File: src/rtl/qspi_xfer_ctrl.sv
// qspi_xfer_ctrl: sequences one QSPI flash read per request.
// The one-time 0xB7 (enter 4-byte address) frame comes first when needed,
// followed by the command, address, dummy and data phases. Every phase is
// steered through datapath loads, enables, IO selects, counter limits and
// SCLK gating.
// Optional feature: define QSPI_XFER_CTRL_TIMEOUT_EN to add a per-phase
// watchdog (TIMEOUT_CYCLES). Without it, a phase waits for count_done_in
// indefinitely.
module qspi_xfer_ctrl #(
  parameter int CS_GAP_CYCLES = 2  // must be >= 1
`ifdef QSPI_XFER_CTRL_TIMEOUT_EN
  , parameter int TIMEOUT_CYCLES = 1024  // must be >= 2
`endif
) (
  input  logic       h_clk,
  input  logic       h_rst,
  input  logic       req_in,
  output logic       ack_out,
  output logic       busy_out,
  output logic       done_out,
  output logic       err_out,
  input  logic       addr_of_4B_in,
  input  logic       use_1_io_lines_in,
  input  logic       use_2_io_lines_in,
  input  logic       use_4_io_lines_in,
  input  logic       count_done_in,
  output logic       cs_n_out,
  output logic       gen_sclk_out,
  output logic       load_cfg_addr_shift_reg_out,
  output logic       cfg_addr_shift_reg_en_out,
  output logic       load_cmd_out,
  output logic       cmd_shift_reg_en_out,
  output logic [1:0] cmd_sel_out,
  output logic       load_addr_out,
  output logic       addr_shift_reg_en_out,
  output logic       data_sample_reg_en_out,
  output logic       start_count_out,
  output logic [1:0] set_count_lim_out,
  output logic [2:0] io0_sel_out,
  output logic [1:0] io1_sel_out,
  output logic [1:0] io2_sel_out,
  output logic [1:0] io3_sel_out
);

  typedef enum logic [3:0] {
    S_IDLE, S_CFG_LOAD, S_CFG_SHIFT, S_CS_GAP, S_CMD_LOAD, S_CMD_SHIFT,
    S_ADDR_SHIFT, S_DUMMY, S_DATA, S_DONE, S_ERR
  } state_t;

  localparam int GAP_W = (CS_GAP_CYCLES > 1) ? $clog2(CS_GAP_CYCLES) : 1;
  localparam logic [GAP_W-1:0] GAP_LAST = GAP_W'(CS_GAP_CYCLES - 1);

`ifdef QSPI_XFER_CTRL_TIMEOUT_EN
  localparam int TO_W = (TIMEOUT_CYCLES > 1) ? $clog2(TIMEOUT_CYCLES) : 1;
  localparam logic [TO_W-1:0] TO_LAST = TO_W'(TIMEOUT_CYCLES - 1);
  logic [TO_W-1:0] to_cnt_q, to_cnt_d;
  logic            waiting;
`endif

  state_t           state_q, state_d;
  logic             b4_done_q, b4_done_d;
  // first_q marks the opening cycle of ADDR/DUMMY/DATA, where the counter
  // start pulse is issued and a stale count_done_in must be ignored.
  logic             first_q, first_d;
  logic [GAP_W-1:0] gap_cnt_q, gap_cnt_d;
  logic             mode_1io_q, mode_1io_d;
  logic             mode_4b_q, mode_4b_d;
  logic             accept;
  logic             phase_done;
  logic             quad;
  logic             unused_mode;

  // Dual mode is rejected by the absence of single/quad, so the dual decode
  // itself carries no extra information.
  assign unused_mode = use_2_io_lines_in;

  assign accept     = req_in && !h_rst;
  assign phase_done = count_done_in && !first_q;
  assign quad       = !mode_1io_q;
  assign busy_out   = (state_q != S_IDLE);

  // Control state: FSM, 4-byte-mode flag, phase bookkeeping counters.
  always_ff @(posedge h_clk) begin
    if (h_rst) begin
      state_q   <= S_IDLE;
      b4_done_q <= 1'b0;
      first_q   <= 1'b0;
      gap_cnt_q <= '0;
`ifdef QSPI_XFER_CTRL_TIMEOUT_EN
      to_cnt_q  <= '0;
`endif
    end else begin
      state_q   <= state_d;
      b4_done_q <= b4_done_d;
      first_q   <= first_d;
      gap_cnt_q <= gap_cnt_d;
`ifdef QSPI_XFER_CTRL_TIMEOUT_EN
      to_cnt_q  <= to_cnt_d;
`endif
    end
  end

  // Mode latch: captured at acceptance, only meaningful while busy.
  always_ff @(posedge h_clk) begin
    mode_1io_q <= mode_1io_d;
    mode_4b_q  <= mode_4b_d;
  end

  // Next-state and datapath steering for each state.
  always_comb begin
    state_d    = state_q;
    b4_done_d  = b4_done_q;
    first_d    = 1'b0;
    gap_cnt_d  = gap_cnt_q;
    mode_1io_d = mode_1io_q;
    mode_4b_d  = mode_4b_q;

    ack_out                     = 1'b0;
    done_out                    = 1'b0;
    err_out                     = 1'b0;
    cs_n_out                    = 1'b1;
    gen_sclk_out                = 1'b0;
    load_cfg_addr_shift_reg_out = 1'b0;
    cfg_addr_shift_reg_en_out   = 1'b0;
    load_cmd_out                = 1'b0;
    cmd_shift_reg_en_out        = 1'b0;
    cmd_sel_out                 = 2'b00;
    load_addr_out               = 1'b0;
    addr_shift_reg_en_out       = 1'b0;
    data_sample_reg_en_out      = 1'b0;
    start_count_out             = 1'b0;
    set_count_lim_out           = 2'b00;
    io0_sel_out                 = 3'b000;
    io1_sel_out                 = 2'b00;
    io2_sel_out                 = 2'b00;
    io3_sel_out                 = 2'b00;

    case (state_q)
      S_IDLE: begin
        if (accept) begin
          ack_out    = 1'b1;
          mode_1io_d = use_1_io_lines_in;
          mode_4b_d  = addr_of_4B_in;
          if (!use_1_io_lines_in && !use_4_io_lines_in) begin
            state_d = S_ERR;
          end else if (addr_of_4B_in && !b4_done_q) begin
            state_d = S_CFG_LOAD;
          end else begin
            state_d = S_CMD_LOAD;
          end
        end
      end

      // CS drops in the load cycle so the gap after the 0xB7 frame is
      // exactly CS_GAP_CYCLES and CS leads the first SCLK by one cycle.
      S_CFG_LOAD: begin
        cs_n_out                    = 1'b0;
        load_cfg_addr_shift_reg_out = 1'b1;
        start_count_out             = 1'b1;
        set_count_lim_out           = 2'b00;
        state_d                     = S_CFG_SHIFT;
      end

      S_CFG_SHIFT: begin
        cs_n_out                  = 1'b0;
        gen_sclk_out              = 1'b1;
        cfg_addr_shift_reg_en_out = 1'b1;
        io0_sel_out               = 3'b001;
        if (phase_done) begin
          b4_done_d = 1'b1;
          gap_cnt_d = '0;
          state_d   = S_CS_GAP;
        end
      end

      S_CS_GAP: begin
        if (gap_cnt_q == GAP_LAST) begin
          state_d = S_CMD_LOAD;
        end else begin
          gap_cnt_d = gap_cnt_q + GAP_W'(1);
        end
      end

      S_CMD_LOAD: begin
        cs_n_out          = 1'b0;
        load_cmd_out      = 1'b1;
        load_addr_out     = 1'b1;
        cmd_sel_out       = {~mode_4b_q, mode_1io_q};
        start_count_out   = 1'b1;
        set_count_lim_out = 2'b00;
        state_d           = S_CMD_SHIFT;
      end

      S_CMD_SHIFT: begin
        cs_n_out             = 1'b0;
        gen_sclk_out         = 1'b1;
        cmd_shift_reg_en_out = 1'b1;
        io0_sel_out          = 3'b010;
        if (phase_done) begin
          first_d = 1'b1;
          state_d = S_ADDR_SHIFT;
        end
      end

      S_ADDR_SHIFT: begin
        cs_n_out              = 1'b0;
        gen_sclk_out          = 1'b1;
        addr_shift_reg_en_out = 1'b1;
        start_count_out       = first_q;
        set_count_lim_out     = 2'b01;
        io0_sel_out           = 3'b011;
        if (quad) begin
          io1_sel_out = 2'b01;
          io2_sel_out = 2'b01;
          io3_sel_out = 2'b01;
        end
        if (phase_done) begin
          first_d = 1'b1;
          state_d = quad ? S_DUMMY : S_DATA;
        end
      end

      S_DUMMY: begin
        cs_n_out          = 1'b0;
        gen_sclk_out      = 1'b1;
        start_count_out   = first_q;
        set_count_lim_out = 2'b10;
        if (phase_done) begin
          first_d = 1'b1;
          state_d = S_DATA;
        end
      end

      S_DATA: begin
        cs_n_out               = 1'b0;
        gen_sclk_out           = 1'b1;
        data_sample_reg_en_out = 1'b1;
        start_count_out        = first_q;
        set_count_lim_out      = 2'b11;
        if (quad) begin
          io0_sel_out = 3'b100;
          io1_sel_out = 2'b10;
          io2_sel_out = 2'b10;
          io3_sel_out = 2'b10;
        end else begin
          io1_sel_out = 2'b10;
        end
        if (phase_done) begin
          state_d = S_DONE;
        end
      end

      S_DONE: begin
        done_out = 1'b1;
        state_d  = S_IDLE;
      end

      S_ERR: begin
        err_out = 1'b1;
        state_d = S_IDLE;
      end

      default: begin
        state_d = S_IDLE;
      end
    endcase

`ifdef QSPI_XFER_CTRL_TIMEOUT_EN
    // Watchdog: restarts on every phase change, trips while a phase stalls.
    waiting  = (state_q == S_CFG_SHIFT) || (state_q == S_CMD_SHIFT) ||
               (state_q == S_ADDR_SHIFT) || (state_q == S_DUMMY) ||
               (state_q == S_DATA);
    to_cnt_d = '0;
    if (waiting && (state_d == state_q)) begin
      if (to_cnt_q == TO_LAST) begin
        state_d = S_ERR;
      end else begin
        to_cnt_d = to_cnt_q + TO_W'(1);
      end
    end
`endif
  end

endmodule
File: config.mk
export PLATFORM = sky130hd
export DESIGN_NAME = qspi_xfer_ctrl
export DESIGN_NICKNAME = d
export VERILOG_FILES = /design/src/rtl/qspi_xfer_ctrl.sv
export SDC_FILE = /design/constraint.sdc
export NUM_CORES = 1
export LEC_CHECK = 0
export BUFFER_PORTS_ARGS = -buffer_cell sky130_fd_sc_hd__buf_4
export CAP_MARGIN = 25
export CORE_MARGIN = 4
export CORE_UTILIZATION = 43
export CTS_CLUSTER_DIAMETER = 80
export CTS_CLUSTER_SIZE = 12
export DETAILED_ROUTE_END_ITERATION = 7
export GPL_TIMING_DRIVEN = 0
export PLACE_DENSITY = 0.8
export SYNTH_ARGS = -nofsm -noshare
export SYNTH_HDL_FRONTEND = slang
export SYNTH_SLANG_ARGS = --single-unit
export TNS_END_PERCENT = 100
File: constraint.sdc
create_clock -name h_clk -period 3.4 [get_ports h_clk]
set_input_delay 0.51 -clock h_clk [delete_from_list [all_inputs] [get_ports h_clk]]
set_output_delay 0.51 -clock h_clk [all_outputs]
set_load 0.02 [all_outputs]
==> impl_metrics.py, run 1 <==
metrics = {
    "run_status": {
        "status": "completed",
    },
    "timing": {
        "clock.fmax_mhz": 397,
        "maxSlewHeadroom": 0.703,
        "worst_pin_slew_ns": 0.446,
        "clock_skew_ns": 0.00773,
        "finalSetupTns_ns": 0,
        "setup_viol": 0,
        "period_minus_slack_ns": 2.52,
        "post-route-period-util": 0.740,
        "rsz0062_at_grt": "false",
        "hold_viol_final": 0,
        "slew_violations": 0,
    },
    "detailed_routing": {
        "wl_um": 2200,
        "route.detailed.drc": 0,
        "vias": 875,
        "ant_nets": 0,
        "drt_pass1_iterations": 4,
        "routedWlPerCell_um": 14.6,
        "drt_iter0_markers": 54,
        "via_per_inst": 5.79,
    },
    "synth": {
        "post_synth_inst_count": 98,
        "yosysWarnings": 0,
        "synth_fp_nets": 106,
        "synth_ff_type": "dfxtp_1",
        "ys_types": 37,
        "syn-cell-area_um2": 737,
        "synth-edff-count": 2,
        "ys_seq_area_frac": 0.272,
        "async_flop_share": 0,
        "syn_area_per_cell_um2": 7.52,
        "synth-seq-cells": 9,
    },
    "floorplanning": {
        "io_pins": 35,
        "dieArea_um2": 2440,
        "die_h_um": 49.4,
        "core-area_um2": 1560,
        "fp.dieW_um": 49.4,
        "initial_core_util": 0.473,
        "row_count": 14,
    },
    "worst_setup_path": {
        "cp-start-kind": "register",
        "worstSetupEndpointType": "primary output",
        "crit_type": "reg -> out",
        "crit_chain": "clkbuf_1, nand2b_1, and2b_1, a211oi_1, a21o_1, buf_4",
        "crit_required_ns": 2.89,
        "crit_arrival_ns": 2.01,
        "r2r_slack_ns": 1.69,
        "max_stage_delay_ns": 0.41,
        "path_max_fanout": 10,
        "worst_path_max_delay_cell": "dfxtp_1",
    },
    "clocking": {
        "clk_pin_slew_ns": 0.07,
        "cts_buffers": 3,
        "cts_resized": 0,
        "clock_latency_ns": 0.28,
        "htree_num_levels": 1,
        "cts_tree": "built",
        "cts.hold.buffers_added": 0,
        "cts_buffer_depth": 2,
        "clock-root-buffer": "clkbuf_4",
        "postCtsSetupRepairBufs": 0,
        "cts.sinks": 9,
    },
    "worst_hold_path": {
        "min-delay-path-class": "in -> reg",
    },
    "grt": {
        "globalRouteMet3Util": 0.0520,
        "grt.met2_usage": 0.342,
        "overflow": 0,
        "grt_max_degree": 11,
        "grt_pass1_vias": 813,
        "grt_use_met1": 0.220,
        "top_usage_layer": "met2",
        "grt_pass1_wl_um": 3680,
        "antenna_found_initial": 0,
        "track_usage": 0.193,
    },
    "final_layout": {
        "final_common_cell": "buf_4",
        "diodes": 0,
        "final_cell_mix": "buf_4, nor2_1, nand2b_1",
        "drive_above_1_share": 0.348,
        "syn_to_final_growth_pct": 39.9,
        "regArea_um2": 200,
        "fin_nets": 144,
        "fillers": 138,
        "multi_input_area_um2": 447,
    },
    "power": {
        "p_per_area_nw_per_um2": 780,
        "total_power_uw": 804,
        "p_leak_uw": 0.000475,
        "peakVddDrop_mv": 0.447,
    },
    "place": {
        "dp_hpwl_um": 1700,
        "place_congestion": 0.900,
        "portBuffers": 33,
    },
    "run": {
        "cap_viol_max_count": 0,
    },
}
-- critical path: cells and delay by family (launching register included) --
family | cells | cell delay [ns]
flops | 1 | 0.41
compound gates | 2 | 0.38
buf+inv | 2 | 0.49
simple gates | 2 | 0.45
-- layout make-up --
| type | count | area share |
|---|---|---|
| timing repair buffer | 33 | 0.240 |
| inverter | 1 | 0.00364 |
| sequential | 9 | 0.194 |
| clock buffer | 4 | 0.0255 |
| tap | 16 | 0.0194 |
| buffer | 15 | 0.0837 |
| multi-input combinational | 73 | 0.433 |
-- flip-flops by register name (all words and copies together) (netlist names) --
register	flops
state_q	4
mode_4b_q	1
mode_1io_q	1
gap_cnt_q	1
first_q	1
b4_done_q	1
-- report_power, final --
group | leakage (µW) | total (µW) | internal (µW) | switching, µW
Combinational | 0.000384 | 567 | 234 | 333
Clock | 0.0000150 | 89.2 | 45.5 | 43.7
Sequential | 0.0000755 | 147 | 133 | 14.3
Total | 0.000475 | 804 | 413 | 391
-- cell families (layout without fill, tap and decap cells) --
logic type / count (synthesis) / count (layout) / share of synthesized area
and+or+nand+nor: 46 / 46 / 0.324
DFF: 9 / 9 / 0.272
buffers and inverters: 16 / 53 / 0.122
muxes: 4 / 4 / 0.0543
AOI/OAI and AO/OA: 23 / 23 / 0.228
-- cells in the mapped netlist, drive strengths merged (2+ instances only) --
cell type,count,share of area
mux2i,4,0.054
dfxtp,7,0.19
a21oi,4,0.027
nand2b,8,0.068
clkbuf,7,0.037
nor3,6,0.041
nand3,2,0.014
nand2,2,0.010
o21ai,7,0.048
edfxtp,2,0.081
nor2b,2,0.017
nor2,18,0.092
buf,8,0.080
-- stage by stage --
| step | util | instance area, µm² | instances | setup slack [ns] | hold WS [ns] |
|---|---|---|---|---|---|
| floorplan | - | 737 | 98 | 1.29 | 0.450 |
| global placement | 0.644 | 1000 | 147 | 1.33 | 0.474 |
| detailed placement | 0.644 | 1000 | 147 | 1.20 | 0.488 |
| CTS | 0.661 | 1030 | 151 | 0.905 | 0.420 |
| global route | 0.661 | 1030 | 151 | 0.702 | 0.412 |
| finish | 0.661 | 1030 | 151 | 0.884 | 0.421 |
-- final timing paths --
| kind | startpoint | cells after the start | to |
|---|---|---|---|
| max reg2reg | state_q[2] | 6 | state_q[1] |
| min reg2reg | gap_cnt_q | 2 | gap_cnt_q |
| max | state_q[0] | 6 | start_count_out |
| min | addr_of_4B_in | 1 | mode_4b_q |
-- layer usage --
layer  up-vias  part of all wire
met4         0             0.020
met3         5              0.12
met1       395              0.36
met2        59              0.50
met5         -                 0
li1        416                 -
Power figures use the tool's default switching activity.
==> inputs of run 2 (changes only) <==
--- a/config.mk
+++ b/config.mk
@@ -8,12 +8,12 @@
 export BUFFER_PORTS_ARGS = -buffer_cell sky130_fd_sc_hd__buf_4
 export CAP_MARGIN = 25
 export CORE_MARGIN = 4
-export CORE_UTILIZATION = 43
+export CORE_UTILIZATION = 40
 export CTS_CLUSTER_DIAMETER = 80
 export CTS_CLUSTER_SIZE = 12
 export DETAILED_ROUTE_END_ITERATION = 7
 export GPL_TIMING_DRIVEN = 0
-export PLACE_DENSITY = 0.8
+export PLACE_DENSITY = 0.78
 export SYNTH_ARGS = -nofsm -noshare
 export SYNTH_HDL_FRONTEND = slang
 export SYNTH_SLANG_ARGS = --single-unit
==> constraint.sdc (replaced) <==
create_clock -name h_clk -period 2.3 [get_ports h_clk]
set_input_delay 0.345 -clock h_clk [delete_from_list [all_inputs] [get_ports h_clk]]
set_output_delay 0.345 -clock h_clk [all_outputs]
set_load 0.02 [all_outputs]
==> run 2 against run 1 <==
Effect of this change: clock skew decreased by 0.0056 ns; critical endpoint unchanged; die area is 6.3% higher; total power is 47% higher; combinational power increased by 48%; critical path type unchanged.
==> impl_metrics.py, run 2 (synthesis results as in run 1) <==
metrics = {
    "worst_setup_path": {
        "max_stage_delay_ns": 0.38,
        "crit_chain": "buf_2, clkbuf_1, a21oi_1, a211oi_1, a21o_1, buf_4",
        "worstSetupEndpointType": "primary output",
        "path_max_fanout": 10,
        "cp-start-kind": "register",
        "critical_path_buf_inv_count": 3,
        "worst_path_max_delay_cell": "clkbuf_1",
        "path_delay_family": "buffers and inverters",
        "crit_type": "reg -> out",
        "crit_arrival_ns": 1.83,
        "crit_required_ns": 1.96,
    },
    "power": {
        "p_leak_uw": 0.000479,
        "peakVddDrop_mv": 0.629,
        "p_per_area_nw_per_um2": 1130,
    },
    "clocking": {
        "cts_buffers": 3,
        "cts.sinks": 9,
        "cts_buffer_depth": 2,
        "cts.hold.buffers_added": 0,
        "postCtsSetupRepairBufs": 0,
        "htree_num_levels": 1,
        "clock_latency_ns": 0.26,
        "cts_tree": "built",
        "clock-root-buffer": "clkbuf_4",
        "clk_pin_slew_ns": 0.06,
    },
    "timing": {
        "slew_violations": 0,
        "post-route-period-util": 0.943,
        "maxSlewHeadroom": 0.705,
        "finalSetupTns_ns": 0,
        "worst_pin_slew_ns": 0.443,
        "setup_viol": 0,
        "whs_ns": 0.266,
        "period_minus_slack_ns": 2.17,
        "clock.fmax_mhz": 461,
        "rsz0062_at_grt": "false",
        "hold_viol_final": 0,
        "clock_skew_ns": 0.00209,
    },
    "final_layout": {
        "top_register": "state_q",
        "fin_nets": 144,
        "stdcell_area_um2": 1040,
        "final_common_cell": "buf_4",
        "diodes": 0,
        "final_cell_mix": "buf_4, nor2_1, nand2b_1",
        "syn_to_final_growth_pct": 41.6,
        "drive_above_1_share": 0.356,
        "largest_register_ffs": 4,
    },
    "grt": {
        "track_usage": 0.176,
        "overflow": 0,
        "grt_pass1_vias": 758,
        "grt_max_degree": 11,
        "antenna_found_initial": 0,
        "grt_pass1_wl_um": 3460,
    },
    "floorplanning": {
        "core-area_um2": 1750,
        "die_h_um": 50.9,
        "dieArea_um2": 2590,
        "io_pins": 35,
        "initial_core_util": 0.422,
        "row_count": 15,
        "fp.dieW_um": 50.9,
    },
    "detailed_routing": {
        "routedWlPerCell_um": 13.4,
        "highest_layer": "met4",
        "wl_met1_um": 904,
        "route.detailed.drc": 0,
        "drt_iter0_markers": 31,
        "met3_length_um": 223,
        "met2_length_um": 947,
        "vias": 846,
        "via_per_inst": 5.29,
        "drt_pass1_iterations": 4,
        "wl_um": 2150,
        "ant_nets": 0,
    },
    "worst_hold_path": {
        "min-delay-path-class": "in -> reg",
    },
    "place": {
        "portBuffers": 33,
        "placed_area_um2": 1020,
        "place_congestion": 0.821,
        "dp_hpwl_um": 1660,
    },
    "run": {
        "cap_viol_max_count": 0,
    },
    "run_status": {
        "status": "completed",
    },
}
## run 2: area by class of cell
class | count | area, µm²
inverter | 1 | 3.75
fill | 176 | 702
clock buffer | 4 | 26.3
sequential | 9 | 200
multi-input combinational | 73 | 447
timing repair buffer | 33 | 248
buffer | 15 | 87.6
tap | 25 | 31.3
## run 2: metrics by stage
step                      setup slack [ns]  std cells   util  total power [µW]
final                                0.130        160  0.598              1180
after global routing               0.00567        160  0.598              1250
after CTS                            0.141        160  0.598              1180
after detailed placement             0.285        156  0.582              1050
after global placement               0.379        156  0.582              1030
after floorplan                      0.353         98      -               777
## run 2: what timing repair did
action                                  CTS  global route
resized for setup                         1             1
gates cloned                              0             0
endpoints found under the setup margin    1             1
## run 2: routing by layer
metal,vias to the layer above,GRT usage
met1,373,0.208
met2,48,0.270
met4,0,0.112
met5,-,0
met3,10,0.0554
li1,415,-
## run 2: power breakdown
part	switching, µW	internal, µW	total (µW)
sequential	20.8	197	217
clock	57.5	67.0	125
combinational	491	348	839
total	570	612	1180
## run 2: final timing paths
path / start / endpoint / slack [ns] / cells past startpoint
setup / recovery: state_q[1] / start_count_out / 0.13 / 6
hold / removal: use_1_io_lines_in / mode_1io_q / 0.27 / 1
setup reg to reg: state_q[2] / state_q[0] / 0.62 / 6
hold reg to reg: b4_done_q / b4_done_q / 0.49 / 2
